===== src/rtl/wf_rr_issue_scheduler_if.sv =====
// Issue-port bundle between the per-wavefront ready logic (master) and the
// round-robin scheduler (slave).
interface wf_rr_issue_scheduler_if #(
  parameter int NUM_WF  = 40,
  parameter int WF_ID_W = 6
);
  logic [NUM_WF-1:0]  req;
  logic               halt;
  logic               gnt_ack;
  logic               gnt_valid;
  logic [WF_ID_W-1:0] gnt_id;
  logic [NUM_WF-1:0]  gnt_onehot;
  logic [WF_ID_W-1:0] rr_ptr;

  modport master (
    output req, halt, gnt_ack,
    input  gnt_valid, gnt_id, gnt_onehot, rr_ptr
  );

  modport slave (
    input  req, halt, gnt_ack,
    output gnt_valid, gnt_id, gnt_onehot, rr_ptr
  );
endinterface


===== src/rtl/wf_rr_issue_scheduler.sv =====
// Round-robin issue scheduler: one registered grant at a time across NUM_WF
// wavefront slots, pointer advances past the winner on each accepted grant.
module wf_rr_issue_scheduler #(
  parameter int NUM_WF  = 40,
  parameter int WF_ID_W = 6
) (
  input  logic                    clk,
  input  logic                    rst_n,
  wf_rr_issue_scheduler_if.slave  bus
);

  typedef enum logic {IDLE, GRANT} state_t;

  localparam logic [WF_ID_W:0]   NUM_WF_EXT = (WF_ID_W+1)'(NUM_WF);
  localparam logic [WF_ID_W-1:0] LAST_ID    = WF_ID_W'(NUM_WF-1);

  state_t              state, state_nxt;
  logic [WF_ID_W-1:0]  rr_ptr, rr_ptr_nxt;
  logic [WF_ID_W-1:0]  gnt_id, gnt_id_nxt;
  logic [NUM_WF-1:0]   gnt_onehot, gnt_onehot_nxt;
  logic [WF_ID_W-1:0]  ptr_after_gnt, arb_ptr, win_id;
  logic [NUM_WF-1:0]   arb_req, win_onehot;
  logic [WF_ID_W:0]    cand;
  logic                win_found;
  logic                holder_req;

  // One arbiter serves both cases: from rr_ptr when idle, and from the
  // post-ack pointer with the current holder masked out when granting.
  assign ptr_after_gnt = (gnt_id == LAST_ID) ? '0 : gnt_id + 1'b1;
  assign arb_ptr       = (state == GRANT) ? ptr_after_gnt : rr_ptr;
  assign arb_req       = (state == GRANT) ? (bus.req & ~gnt_onehot) : bus.req;
  assign holder_req    = |(bus.req & gnt_onehot);

  always_comb begin
    win_found = 1'b0;
    win_id    = '0;
    cand      = '0;
    for (int i = 0; i < NUM_WF; i++) begin
      cand = {1'b0, arb_ptr} + (WF_ID_W+1)'(i);
      if (cand >= NUM_WF_EXT) cand = cand - NUM_WF_EXT;
      if (!win_found && arb_req[cand[WF_ID_W-1:0]]) begin
        win_found = 1'b1;
        win_id    = cand[WF_ID_W-1:0];
      end
    end
  end

  assign win_onehot = {{(NUM_WF-1){1'b0}}, 1'b1} << win_id;

  always_comb begin
    state_nxt      = state;
    rr_ptr_nxt     = rr_ptr;
    gnt_id_nxt     = gnt_id;
    gnt_onehot_nxt = gnt_onehot;
    case (state)
      IDLE: begin
        if (!bus.halt && win_found) begin
          state_nxt      = GRANT;
          gnt_id_nxt     = win_id;
          gnt_onehot_nxt = win_onehot;
        end
      end
      GRANT: begin
        // An ack takes precedence over a simultaneous withdrawal.
        if (bus.gnt_ack) begin
          rr_ptr_nxt = ptr_after_gnt;
          if (!bus.halt && win_found) begin
            gnt_id_nxt     = win_id;
            gnt_onehot_nxt = win_onehot;
          end else begin
            state_nxt      = IDLE;
            gnt_onehot_nxt = '0;
          end
        end else if (!holder_req) begin
          state_nxt      = IDLE;
          gnt_onehot_nxt = '0;
        end
      end
      default: begin
        state_nxt      = IDLE;
        gnt_onehot_nxt = '0;
      end
    endcase
  end

  always_ff @(posedge clk or negedge rst_n) begin
    if (!rst_n) begin
      state      <= IDLE;
      rr_ptr     <= '0;
      gnt_id     <= '0;
      gnt_onehot <= '0;
    end else begin
      state      <= state_nxt;
      rr_ptr     <= rr_ptr_nxt;
      gnt_id     <= gnt_id_nxt;
      gnt_onehot <= gnt_onehot_nxt;
    end
  end

  assign bus.gnt_valid  = (state == GRANT);
  assign bus.gnt_id     = gnt_id;
  assign bus.gnt_onehot = gnt_onehot;
  assign bus.rr_ptr     = rr_ptr;

endmodule


===== src/flat_wrapper.sv =====
// flat-port wrapper written by rule: the top's interface ports become plain ports
module wf_rr_issue_scheduler_flat 
#(
  parameter int NUM_WF  = 40,
  parameter int WF_ID_W = 6
)
  (clk, rst_n, bus_req, bus_halt, bus_gnt_ack, bus_gnt_valid, bus_gnt_id, bus_gnt_onehot, bus_rr_ptr);
  wf_rr_issue_scheduler_if #(.NUM_WF(NUM_WF), .WF_ID_W(WF_ID_W)) bus_i ();
  input  logic clk;
  input  logic rst_n;
  input wire logic [$bits(bus_i.req)-1:0] bus_req;
  input wire logic [$bits(bus_i.halt)-1:0] bus_halt;
  input wire logic [$bits(bus_i.gnt_ack)-1:0] bus_gnt_ack;
  output wire logic [$bits(bus_i.gnt_valid)-1:0] bus_gnt_valid;
  output wire logic [$bits(bus_i.gnt_id)-1:0] bus_gnt_id;
  output wire logic [$bits(bus_i.gnt_onehot)-1:0] bus_gnt_onehot;
  output wire logic [$bits(bus_i.rr_ptr)-1:0] bus_rr_ptr;
  assign bus_i.req = bus_req;
  assign bus_i.halt = bus_halt;
  assign bus_i.gnt_ack = bus_gnt_ack;
  assign bus_gnt_valid = bus_i.gnt_valid;
  assign bus_gnt_id = bus_i.gnt_id;
  assign bus_gnt_onehot = bus_i.gnt_onehot;
  assign bus_rr_ptr = bus_i.rr_ptr;
  wf_rr_issue_scheduler #(.NUM_WF(NUM_WF), .WF_ID_W(WF_ID_W)) u_core (.clk(clk), .rst_n(rst_n), .bus(bus_i));
endmodule

===== config.mk =====
export PLATFORM = sky130hd
export DESIGN_NAME = wf_rr_issue_scheduler_flat
export DESIGN_NICKNAME = d
export VERILOG_FILES = /design/src/rtl/wf_rr_issue_scheduler_if.sv /design/src/rtl/wf_rr_issue_scheduler.sv /design/src/flat_wrapper.sv
export SDC_FILE = /design/constraint.sdc
export NUM_CORES = 1
export LEC_CHECK = 0
export ABC_AREA = 1
export CORE_ASPECT_RATIO = 0.5
export CORE_MARGIN = 2
export CORE_UTILIZATION = 37
export DETAILED_ROUTE_END_ITERATION = 10
export PLACE_DENSITY = 0.67
export SLEW_MARGIN = 40
export SYNTH_ARGS = -nofsm -noshare
export SYNTH_HDL_FRONTEND = slang
export SYNTH_SLANG_ARGS = --single-unit

===== constraint.sdc =====
create_clock -name clk -period 7.15 [get_ports clk]
set_input_delay 0.715 -clock clk [delete_from_list [all_inputs] [get_ports clk]]
set_output_delay 0.715 -clock clk [all_outputs]
set_load 0.05 [all_outputs]

## Word-level counts from Yosys, hierarchy flattened

Index checks and enable logic that the tools add are counted.

| operators by class | value |
|---|---|
| equality and inequality tests | 4 |
| bitwise operators | 4 |
| muxes and demuxes | 215 |
| $add $sub $neg | 80 |
| shift operators | 1 |
| div/mod/pow operators | 0 |
| reduce and logical (&&, ||, !) cells | 83 |
| magnitude comparators | 80 |
| multiply operators | 0 |

Operators with widths:

| kind | number |
|---|---|
| 6-bit 2-to-1 mux | 84 |
| 6-bit by 7-bit less-than comparator with 1-bit output (second input constant) | 40 |
| 7-bit by 6-bit greater-or-equal comparator with 1-bit output (second input constant) | 39 |
| 1-bit binary-select mux with 6-bit select | 40 |
| 6-bit subtractor (second input constant) | 40 |
| 40-bit 2-to-1 mux | 5 |
| 6-bit by 5-bit adder with 7-bit output (second input constant) | 16 |
| 1-bit 2-to-1 mux | 83 |
| 40-bit bitwise AND | 2 |
| 40-bit case mux with 2 select lines | 1 |
| 6-bit by 4-bit adder with 7-bit output (second input constant) | 8 |
| 6-bit by 6-bit adder with 7-bit output (second input constant) | 8 |
| 1-bit logical AND | 40 |
| 1-bit logical NOT | 40 |
| 40-bit NOT | 1 |
| 40-bit OR reduction | 1 |
| 1-bit by 6-bit << shifter with 40-bit output (first input constant) | 1 |
| 6-bit by 3-bit adder with 7-bit output (second input constant) | 4 |
| 6-bit by 2-bit adder with 7-bit output (second input constant) | 2 |
| 6-bit case mux with 2 select lines | 1 |
| 6-bit by 1-bit adder with 7-bit output (second input constant) | 1 |
| 6-bit by 1-bit adder with 6-bit output (second input constant) | 1 |
| 6-bit equality test (second input constant) | 1 |
| 6-bit greater-or-equal comparator (second input constant) | 1 |
| other kinds (6) | 7 |

| storage, ports and cells | value |
|---|---|
| word-level logic and storage cells | 471 |
| bits in latches | 0 |
| memory bits (read-only) | 0 |
| bits of input ports | 44 |
| memories | 0 |
| RAM bits | 0 |
| register bits | 53 |

## Longest topological paths before layout

| logic depth | value |
|---|---|
| depth in word-level cells | 129 |
| gate-level depth with buffers | 67 |

## Worst setup path after synthesis

No wires, ideal clock.

| timing path | value |
|---|---|
| path kind | register -> register |
| from | register u_core.gnt_id[1] (netlist: u_core.bus.gnt_id[1]) |
| to | register u_core.gnt_onehot[39] (netlist: u_core.bus.gnt_onehot[39]) |
| period minus slack after synthesis | 7,369 ps |
| data required time | 7,031 ps |
| stages on the path, launching flop included | 50 |
| setup slack | -219 ps |
| arrival | 7,251 ps |
| cell sequence | dfrtp_1 > ha_1 > inv_1 > nand2_1 > o21ai_2 > inv_1 > buf_1 > clkbuf_1 > ha_1 > clkbuf_1 > xor2_2 > ha_1 > o21ai_1 > nand3_1 > nand2_2 > nand2_1 > o21ai_1 > nand3_1 > (+14 left out) > nand4_2 > nor2_4 > nand4_4 > nor2_8 > nand4_4 > nor2_8 > nand4_4 > nor2_4 > nand2_2 > o21ai_1 > inv_1 > nand3_1 > nand2_1 > clkinv_2 > buf_4 > nor2_1 > nand4_1 > nand2_1 |

| between the ends | value |
|---|---|
| word-level cells in the longest chain between the ends | 129 |
| elaborated cells between the ends (all ways) | 409 |
| those cells by class | add/sub (80); order compare (40); eq/ne (2); shift (1); mux (206); reduce/logical (80) |

Ends and longest elaborated chain:

| item | RTL line | RTL |
|---|---|---|
| from (decl) | wf_rr_issue_scheduler.sv:19 | `logic [WF_ID_W-1:0] gnt_id, gnt_id_nxt;` |
| from (signal assigned) | wf_rr_issue_scheduler.sv:95 | `gnt_id <= gnt_id_nxt;` |
| 6-bit by 1-bit adder with 6-bit output or 6-bit equality test (tied branches) | wf_rr_issue_scheduler.sv:29 | `assign ptr_after_gnt = (gnt_id == LAST_ID) ? '0 : gnt_id + 1'b1;` |
| 6-bit 2-to-1 mux * | wf_rr_issue_scheduler.sv:29 |  |
| net u_core.ptr_after_gnt[1] | wf_rr_issue_scheduler.sv:21 | `logic [WF_ID_W-1:0] ptr_after_gnt, arb_ptr, win_id;` |
| 6-bit 2-to-1 mux * | wf_rr_issue_scheduler.sv:30 | `assign arb_ptr = (state == GRANT) ? ptr_after_gnt : rr_ptr;` |
| branches (longest 126 deep; another with 6-bit by 1-bit adder with 7-bit output) | - |  |
| to (signal assigned) | wf_rr_issue_scheduler.sv:96 | `gnt_onehot <= gnt_onehot_nxt;` |
| to (decl) | wf_rr_issue_scheduler.sv:20 | `logic [NUM_WF-1:0] gnt_onehot, gnt_onehot_nxt;` |

Mark *: on every way through the listed nets, which the timed path passes. The select of a mux whose other input is x is not followed.
A chain may end at the register's enable or synchronous reset.

## Worst setup path after layout

| timing path | value |
|---|---|
| from | register u_core.gnt_id[1] (netlist: u_core.bus.gnt_id[1]) |
| to | register u_core.gnt_onehot[15] (netlist: u_core.bus.gnt_onehot[15]) |

| between the ends | value |
|---|---|
| word-level cells in the longest chain between the ends | 129 |
| elaborated cells between the ends (all ways) | 409 |
| those cells by class | add/sub (80); order compare (40); eq/ne (2); shift (1); mux (206); reduce/logical (80) |

Ends and longest elaborated chain:

| item | RTL line |
|---|---|
| 6-bit by 1-bit adder with 6-bit output or 6-bit equality test (tied branches) | wf_rr_issue_scheduler.sv:29 |
| 6-bit 2-to-1 mux * | wf_rr_issue_scheduler.sv:29 |
| 6-bit 2-to-1 mux * | wf_rr_issue_scheduler.sv:30 |
| branches (longest 126 deep; another with 6-bit by 1-bit adder with 7-bit output) | - |

Mark *: on every way between the ends. The select of a mux whose other input is x is not followed.

==> qor_table.md <==
| Group | Quantity | Value |
| --- | --- | --- |
| outcome | Outcome | completed |
| timing | Setup skew after layout | 0.006224 ns |
| logic synthesis | Synthesized netlist cell count | 2526 |
| cells and area | NumNets Final | 2913 |
| timing | RSZ-0062 raised after global routing | yes |
| logic synthesis | Count of cell types in the netlist | 65 |
| logic synthesis | Syn Nets | 2635 |
| setup path | Crit end category | register |
| clocking | CTS Buf Count | 5 |
| logic synthesis | Number of warning messages in the yosys log | 0 |
| placement | HPWL after detailed placement | 60.99 mm |
| timing | Endpoints failing hold | 0 |
| route | Number of violations reported at the end of detailed-routing iteration 0 | 2059 |
| clocking | Number of sinks handled by clock tree synthesis | 53 |
| setup path | Startpoint class of the critical path | register |
| global route | Total GRT Usage | 35.80% |
| timing | Top achievable clock speed | 144.3 MHz |
| setup path | Cell with the largest stage delay on the worst path | dfrtp_2 |
| clocking | Clock insertion delay at the later pin of the skew report | 0.30 ns |
| global route | Total congestion overflow after global routing | 0 |
| die | I/O pin total | 97 |
| placement | Last weighted congestion value of the routability-driven placer | 1.102 |
| clocking | Max H-tree Level | 2 |
| setup path | Reg-to-reg setup timing slack | 0.22 ns |
| logic synthesis | Mean Syn Cell Area | 5.496 µm² |
| setup path | Endpoint arrival time on the critical path | 7.17 ns |
| route | Via density per instance | 5.628 |
| route | Total via count in the routed design | 18571 |
| die | Die span in x | 277.9 µm |
| clocking | Library cell used as clock root buffer | clkbuf_16 |
| global route | Number of antenna violations at the first check in global routing | 2 |
| logic synthesis | Count of flip-flops with a built-in enable after synthesis | 0 |
| route | DR top layer | met4 |
| timing | Relative max-transition margin | 35.05% |
| logic synthesis | Flip-flop cell with the highest count after synthesis | dfrtp_1 |
| route | Sum of met2 wire segment lengths after detailed routing | 29.30 mm |
| cells and area | Highest-count cells in the layout ignoring fill and taps | 761 x nand2_1, 344 x inv_1, 224 x nand3_1 |
| route | WL met1 | 32.62 mm |
| die | Height of the chip | 141.0 µm |
| die | Die ar. | 39180 µm² |
| setup path | Worst-path fanout max | 8 |
| route | Post-detailed-route wirelength per cell | 22.07 µm |
| die | Count of standard-cell rows | 50 |
| clocking | Clock-pin slew reported for the worst setup and hold paths after clock tree synthesis | 0.07 ns |
| logic synthesis | Count of state elements after synthesis | 53 |
| global route | Global-route wire length before repair | 104.7 mm |
| clocking | Maximum root-to-sink buffer count | 2 |
| setup path | Type of the worst setup path | reg -> reg |
| route | Total wire length | 72.83 mm |
| clocking | Hold_buf cts | 0 |
| hold path | Class of the worst hold path | in -> async |
| timing | Final period demand of the worst path | 6.932 ns |
| cells and area | Layout cell share with drive strength beyond 1 | 18.68% |
| timing | Max-slew violation count | 0 |
| timing | Setup-violating endpoint count in the final report | 0 |
| route | DR pass1 iterations | 9 |
| setup path | Critical Path RT | 7.38 ns |
| route | Detailed-routed wire length on met3 | 8.204 mm |
| timing | Share of the clock period used by the worst path | 96.96% |
| route | Antenna-violating nets left | 0 |
| die | Initial Utilization | 37.36% |
| run | # Max-Cap Violations | 0 |
| timing | Transition time at the pin with the least slew margin | 0.9743 ns |
| global route | Maximum number of pins on one net before global-route repair | 54 |
| global route | Number of global-route vias before repair | 16326 |
| die | Core region area | 37160 µm² |
| logic synthesis | Fraction of synthesis flops using an asynchronous set or reset pin | 100.0% |
| clocking | CTS tree | done |
| logic synthesis | Register area share after synthesis | 9.554% |
| timing | Final TNS setup | 0 ns |
| placement | Port Buf Inserts | 96 |
| cells and area | Commonest non-fill, non-tap cell in the layout | nand2_1 |
| cells and area | Relative area change from synthesis to final layout | 29.36% |
| logic synthesis | Post-synthesis cell area | 13880 µm² |
| route | DRC violation count after routing | 0 |
| setup path | Max incr delay on CP | 0.45 ns |
-- repair_timing --
item / 4_1_cts / 5_1_grt
buffers inserted: 0 / 31
setup endpoints to repair: 0 / 47
resized for setup: 0 / 199
-- critical path: cells and delay by family (launching register included) --
family,cells,cell delay (ns)
AO/OA/AOI/OAI,3,0.36
XOR/XNOR,1,0.17
adder cells (fa/ha/maj),3,0.56
buffers and inverters,6,0.74
flip-flops,1,0.45
AND/OR/NAND/NOR,35,4.58
-- sequential cells by signal (all words and copies together) (netlist names) --
register,count
u_core.bus.gnt_id,6
u_core.bus.gnt_onehot,40
u_core.bus.gnt_valid,1
u_core.bus.rr_ptr,6
-- layer usage --
metal  vias to the layer above  global-route usage, %
met5                         -                      0
met4                         0                  11.18
met3                       146                  6.381
met2                       992                  52.86
met1                      8629                  52.36
li1                       8804                      -
-- metrics by stage --
stage / cells / hold slack [ns] / util, % / cell area, µm² / setup WS, ns
6_report: 3300 / 0.5357 / 48.32 / 17960 / 0.2176
3_5_place_dp: 3261 / 0.5314 / 45.11 / 16760 / 0.05541
2_1_floorplan: 2526 / 0.4194 / - / 13890 / 0.08610
3_3_place_gp: 3261 / 0.5241 / 45.09 / 16760 / 0.1427
5_1_grt: 3299 / 0.5616 / 48.32 / 17950 / -0.09866
4_1_cts: 3269 / 0.5482 / 45.55 / 16930 / 0.01765
-- cell usage after synthesis (all sizes together) (8+ instances only) --
master	instances	area share, %
nand2	827	23
inv	379	10
o21ai	254	9.4
nand3	245	9.2
nor2	206	6.5
a21oi	98	3.6
nand4	70	3.9
xor2	68	4.7
ha	64	5.8
dfrtp	53	9.6
buf	45	2.5
clkbuf	24	0.65
o22ai	20	1.2
nor3	19	0.72
or2	18	0.81
o211ai	16	0.87
o21a	16	0.87
a31oi	11	0.54
nand3b	11	0.59
a221oi	8	0.50
nor4	8	0.36
o2111ai	8	0.50
-- cells by family after synthesis --
| logic type | Yosys count | share of synthesized area [%] |
|---|---|---|
| and+or+nand+nor | 1405 | 45.68 |
| AOI/OAI and AO/OA | 471 | 19.82 |
| buffers and inverters | 453 | 13.55 |
| xor gates and xnor gates | 75 | 5.192 |
| adders and majority gates | 65 | 5.913 |
| DFF | 53 | 9.554 |
| muxes | 4 | 0.2974 |
-- final timing paths --
| kind | depth (start not counted) | endpoint | from |
|---|---|---|---|
| max | 48 | u_core.bus.gnt_onehot[15] | u_core.bus.gnt_id[1] |
| min | 2 | u_core.bus.gnt_onehot[8] | rst_n |
| min in group clk | 2 | u_core.bus.rr_ptr[2] | u_core.bus.rr_ptr[2] |
| min reg2reg | 2 | u_core.bus.rr_ptr[2] | u_core.bus.rr_ptr[2] |
| max in group asynchronous | 2 | u_core.bus.gnt_id[2] | rst_n |
| max reg2reg | 48 | u_core.bus.gnt_onehot[15] | u_core.bus.gnt_id[1] |
-- cell type report --
class	count	area, µm²
timing repair buffer	340	2978
clock buffer	6	128.9
multi-input combinational	2020	11390
fill	4019	19200
antenna	1	2.502
tap	494	618.1
clock inverter	2	35.03
inverter	384	1478
sequential	53	1331
Power is left out: the tool's default activity adds up to more than one toggle a clock period on the data nets, which glitch-free logic cannot reach.
